<file path="config.mk">
export PLATFORM = sky130hd
export DESIGN_NAME = z80_bus_ctrl
export DESIGN_NICKNAME = d
export VERILOG_FILES = /design/src/rtl/z80_bus_ctrl.sv
export SDC_FILE = /design/constraint.sdc
export NUM_CORES = 1
export LEC_CHECK = 0
export ABC_AREA = 1
export ABC_CLOCK_PERIOD_IN_PS = 1900
export CORE_MARGIN = 2
export CORE_UTILIZATION = 32
export CTS_CLUSTER_SIZE = 16
export DETAILED_ROUTE_END_ITERATION = 8
export PLACE_DENSITY = 0.55
export SYNTH_ARGS = -nofsm -noshare
export SYNTH_HDL_FRONTEND = slang
export SYNTH_SLANG_ARGS = --single-unit
export TNS_END_PERCENT = 1
</file>
<file path="constraint.sdc">
create_clock -name MCLK -period 1.9 [get_ports MCLK]
set_input_delay 0.38 -clock MCLK [delete_from_list [all_inputs] [get_ports MCLK]]
set_output_delay 0.38 -clock MCLK [all_outputs]
set_load 0.02 [all_outputs]
</file>
<file path="src/rtl/z80_bus_ctrl.sv">
`default_nettype none
// +----------------------------------------------------------------------------+
// | z80_bus_ctrl: Z80 BUSRQ/BUSAK handshake, RESET pulse stretcher, ack timeout|
// | Rev 1.0                                                                    |
// +----------------------------------------------------------------------------+
module z80_bus_ctrl #(
  parameter int unsigned RST_MIN     = 16,
  parameter int unsigned ACK_TIMEOUT = 1024
) (
  input  logic MCLK,
  input  logic RESET,
  input  logic REQ_WR,
  input  logic REQ_D,
  input  logic ZRES_WR,
  input  logic ZRES_D,
  input  logic ZBUSAK,
  output logic ZBUSRQ,
  output logic ZRESET,
  output logic GRANT,
  output logic STAT,
  output logic TIMEOUT
);

  localparam logic [15:0] C_RST_LOAD = 16'(RST_MIN);
  localparam logic [15:0] C_TO_LAST  = 16'(ACK_TIMEOUT - 1);

  typedef enum logic [1:0] {
    IDLE     = 2'd0,
    WAIT_ACK = 2'd1,
    GRANTED  = 2'd2,
    RELEASE  = 2'd3
  } state_t;

  state_t      state_q, state_d;
  logic        req_q, req_d;
  logic        run_q, run_d;
  logic        ack_q, ack_d;
  logic        zreset_q, zreset_d;
  logic        timeout_q, timeout_d;
  logic [15:0] rst_cnt_q, rst_cnt_d;
  logic [15:0] to_cnt_q, to_cnt_d;
  logic        hold_wr;
  logic        in_rst;

  always_ff @(posedge MCLK) begin
    if (RESET) begin
      state_q   <= IDLE;
      req_q     <= 1'b0;
      run_q     <= 1'b0;
      ack_q     <= 1'b1;
      zreset_q  <= 1'b0;
      timeout_q <= 1'b0;
      rst_cnt_q <= C_RST_LOAD;
      to_cnt_q  <= 16'd0;
    end else begin
      state_q   <= state_d;
      req_q     <= req_d;
      run_q     <= run_d;
      ack_q     <= ack_d;
      zreset_q  <= zreset_d;
      timeout_q <= timeout_d;
      rst_cnt_q <= rst_cnt_d;
      to_cnt_q  <= to_cnt_d;
    end
  end

  always_comb begin
    req_d     = REQ_WR  ? REQ_D  : req_q;
    run_d     = ZRES_WR ? ZRES_D : run_q;
    ack_d     = ZBUSAK;
    hold_wr   = ZRES_WR & ~ZRES_D;
    in_rst    = ~zreset_q;
    rst_cnt_d = rst_cnt_q;
    state_d   = state_q;
    to_cnt_d  = to_cnt_q;
    timeout_d = timeout_q;

    if (hold_wr) begin
      rst_cnt_d = C_RST_LOAD;
    end else if (in_rst && (rst_cnt_q != 16'd0)) begin
      rst_cnt_d = rst_cnt_q - 16'd1;
    end
    // A release written before the counter expires stays latched in run_q
    zreset_d = run_d && (rst_cnt_q == 16'd0);

    case (state_q)
      IDLE: begin
        if (req_q) begin
          state_d  = WAIT_ACK;
          to_cnt_d = 16'd0;
        end
      end
      WAIT_ACK: begin
        if (!req_q) begin
          state_d = RELEASE;
        end else if (!ack_q || in_rst) begin
          state_d = GRANTED;
        end else if (to_cnt_q == C_TO_LAST) begin
          timeout_d = 1'b1;
        end else begin
          to_cnt_d = to_cnt_q + 16'd1;
        end
      end
      GRANTED: begin
        // Z80 leaving reset without BUSAK means the bus was never really ours
        if (!req_q) begin
          state_d = RELEASE;
        end else if (!in_rst && ack_q) begin
          state_d = WAIT_ACK;
        end
      end
      RELEASE: begin
        if (ack_q || in_rst) begin
          state_d = IDLE;
        end
      end
      default: state_d = IDLE;
    endcase

    if (REQ_WR && !REQ_D) begin
      timeout_d = 1'b0;
    end
  end

  assign ZBUSRQ  = ~((state_q == WAIT_ACK) || (state_q == GRANTED));
  assign GRANT   = (state_q == GRANTED);
  assign STAT    = (state_q != GRANTED);
  assign ZRESET  = zreset_q;
  assign TIMEOUT = timeout_q;

endmodule
`default_nettype wire

</file>
==> results.yml <==
setup_path:
  worstPathMaxFanout: 5
  cp_slowest_cell: "dfxtp_1"
  cp_cell_sequence: "inv_1 -> ha_1 -> inv_1 -> dlygate4sd2_1"
  critPathRequiredTime_ps: 1520
  slowest_delay_ps: 380
  endpoint_kind: "output pin"
  cpMostUsedCell: "inv_1"
  timing.rr.end: "to_cnt_q[1]$_SDFFE_PP0P_"
  critical_path_class: "reg2out"
  critPathTopFamily: "buffers and inverters"
  crit_buf_inv: 3
  r2r_cells: 9
  cp-start-kind: "flop"
  arrival_ps: 1430
  r2r-start: "state_q[1]$_SDFFE_PP0P_"
  r2r_slack_ps: 180
drt:
  drtPass1Iterations: 4
  vias_per_cell: 4.51
  ant_nets: 0
  via_count: 2194
  drtIter0Drc: 95
  drc: 0
  finalWirelength_mm: 5.22
  wl_per_cell_um: 10.7
sta:
  rsz0062_at_grt: "false"
  slew_violations: 0
  setup_viol_count_final: 0
  fin_ws_ps: 89.9
  fin_crit_sh_pct: 95.3
  fin_crit_ps: 1810
  fmax_mhz: 552
  relSlewSlack_pct: 75.0
  final_hold_viol_count: 0
  tns_ps: 0
  worstMarginPinSlew_ps: 375
  fin_skew_ps: 5.43
floorplanning:
  ios: 12
  start_util_pct: 33.0
  die_area_um2: 8190
  die_x_um: 90.5
  core_area_um2: 7250
  rows: 31
  die_h_um: 90.5
clocking:
  insertion_delay_ps: 290
  postCtsSetupBuffers: 0
  cts_max_level: 2
  cts_buffers: 5
  cts_tree: "done"
  hold_buffers: 0
  cts_sinks: 39
  cts-root-buf: "clkbuf_8"
  clk_pin_slew_ps: 80
  clk_path_buf_depth: 2
final_layout:
  drive_above_1_share_pct: 12.4
  area_delta_synth_final_pct: 14.4
  antenna_cells: 0
  layout_common_cells: "nand2_1, nor2_1, inv_1"
  post-route-util_pct: 37.8
  final_common_cell: "nand2_1"
  fin_nets: 400
synth:
  ys_ff_latch: 39
  synth-async-reset-ratio_pct: 0
  syn_inst: 366
  synth_warnings: 0
  syn_avg_cell_area_um2: 6.54
  yosys.area.top_type: "dfxtp_1"
  synth_area_leaders: "dfxtp_1, nand2_1, nor2_1"
  synth-main-ff-cell: "dfxtp_1"
  synth_cell_types: 34
  synth_edf_count: 0
  yosysSeqAreaShare_pct: 32.6
  synth_top_cell_area_share_pct: 32.6
  syn_nets: 380
  netlist_area_um2: 2390
place:
  port_buffers: 11
  pre_cts_slack_ps: 81.3
  hpwl_mm: 3.87
  place.gp.congestion: 0.820
grt:
  grt_max_degree: 16
  grt_use_total_pct: 13.4
  antenna_found_initial: 0
  grt_first_pass_wirelength_mm: 9.25
  grt_remaining_overflow: 0
  grt_pass1_vias: 2005
hold_path:
  hold_depth: 2
  hp-class: "reg2reg"
  holdPathEnd: "TIMEOUT$_SDFFE_PP0P_"
  holdCritStartpoint: "TIMEOUT$_SDFFE_PP0P_"
job:
  cap_viol_max_count: 0
status:
  run_status: "complete, no violations"
power_and_ir_drop:
  power_density_nw_per_um2: 1040
  ir_drop_uv: 543
  p_leak_nw: 1.10
-- power breakdown --
part           internal (W)  switching [W]  leakage (nW)
combinational      0.000412       0.000865         0.741
sequential         0.000918      0.0000914         0.318
clock              0.000258       0.000298        0.0422
total               0.00159        0.00125          1.10
-- worst register-to-register path, delay by kind of cell, from the launching register on --
kind	cells	cell delay, ps
AO/OA/AOI/OAI	1	150
flip-flops	1	340
buffers and inverters	2	220
adder cells (fa/ha/maj)	1	180
AND/OR/NAND/NOR	5	730
-- cells by family (layout without fill, tap and decap cells) --
family | count (synthesis) | count (layout) | share of synthesized area, %
buffers and inverters | 53 | 74 | 9.35
DFF | 39 | 39 | 32.6
adders and majority gates | 7 | 7 | 3.66
AOI/OAI and AO/OA | 46 | 46 | 11.8
and+or+nand+nor | 211 | 211 | 39.0
xor gates and xnor gates | 10 | 10 | 3.66
-- how the worst max path moves through the flow --
stage / depth (start not counted) / from / slack (ps) / endpoint
CTS: 4 / state_q[0]$_SDFFE_PP0P_ / 20 / ZBUSRQ
floorplan: 10 / state_q[1]$_SDFFE_PP0P_ / 340 / to_cnt_q[3]$_SDFFE_PP0P_
finish: 4 / state_q[1]$_SDFFE_PP0P_ / 90 / ZBUSRQ
detailed placement: 4 / state_q[0]$_SDFFE_PP0P_ / 80 / ZBUSRQ
global route: 4 / state_q[0]$_SDFFE_PP0P_ / 20 / ZBUSRQ
global placement: 4 / state_q[0]$_SDFFE_PP0P_ / 90 / ZBUSRQ
-- final cells by class --
| class | instances | area [um2] |
|---|---|---|
| Timing Repair Buffer | 21 | 181 |
| Multi-Input combinational cell | 274 | 1400 |
| Tap cell | 99 | 124 |
| Fill cell | 795 | 4510 |
| Clock inverter | 1 | 5.00 |
| Clock buffer | 7 | 76.3 |
| Inverter | 45 | 170 |
| Sequential cell | 39 | 782 |
-- routing by layer --
metal | vias up | wire, um | track usage [%]
met3 | 5 | 109 | 2.09
met4 | 0 | 40 | 3.08
met2 | 24 | 2300 | 21.6
met5 | - | 0 | 0
met1 | 975 | 2770 | 18.9
li1 | 1190 | - | -
-- through the flow --
stage	power, W	cells	cell area (um2)	hold WS, ps
after floorplan	0.00204	366	2390	436
after CTS	0.00286	486	2730	468
after global placement	0.00230	478	2650	442
final	0.00284	486	2740	458
after detailed placement	0.00231	478	2650	452
after global routing	0.00306	486	2740	483
-- cells in the mapped netlist, types with 2 or more instances --
cell type / count
a21oi_2: 11
inv_1: 41
a21oi_1: 20
ha_1: 7
o21ai_1: 3
clkbuf_1: 3
nor2_4: 2
nand2_2: 5
nand2_1: 98
nand3_1: 27
nor2_2: 2
dfxtp_1: 39
xor2_1: 9
inv_2: 3
nor2_1: 55
nor3_1: 8
nand4_1: 5
o21ai_0: 8
nand2_4: 4
nand3b_1: 2
-- registers in the layout, indices dropped and copies added, names as in the netlist --
name / count
req_q: 1
run_q: 1
rst_cnt_q: 16
to_cnt_q: 16
ack_q: 1
state_q: 2
ZRESET: 1
TIMEOUT: 1
-- repair_timing --
action                                  4_1_cts  5_1_grt
resized for setup                             3        3
cloned                                        0        0
endpoints found under the setup margin        3        9
Note: power is estimated with default switching activity, not from simulation.
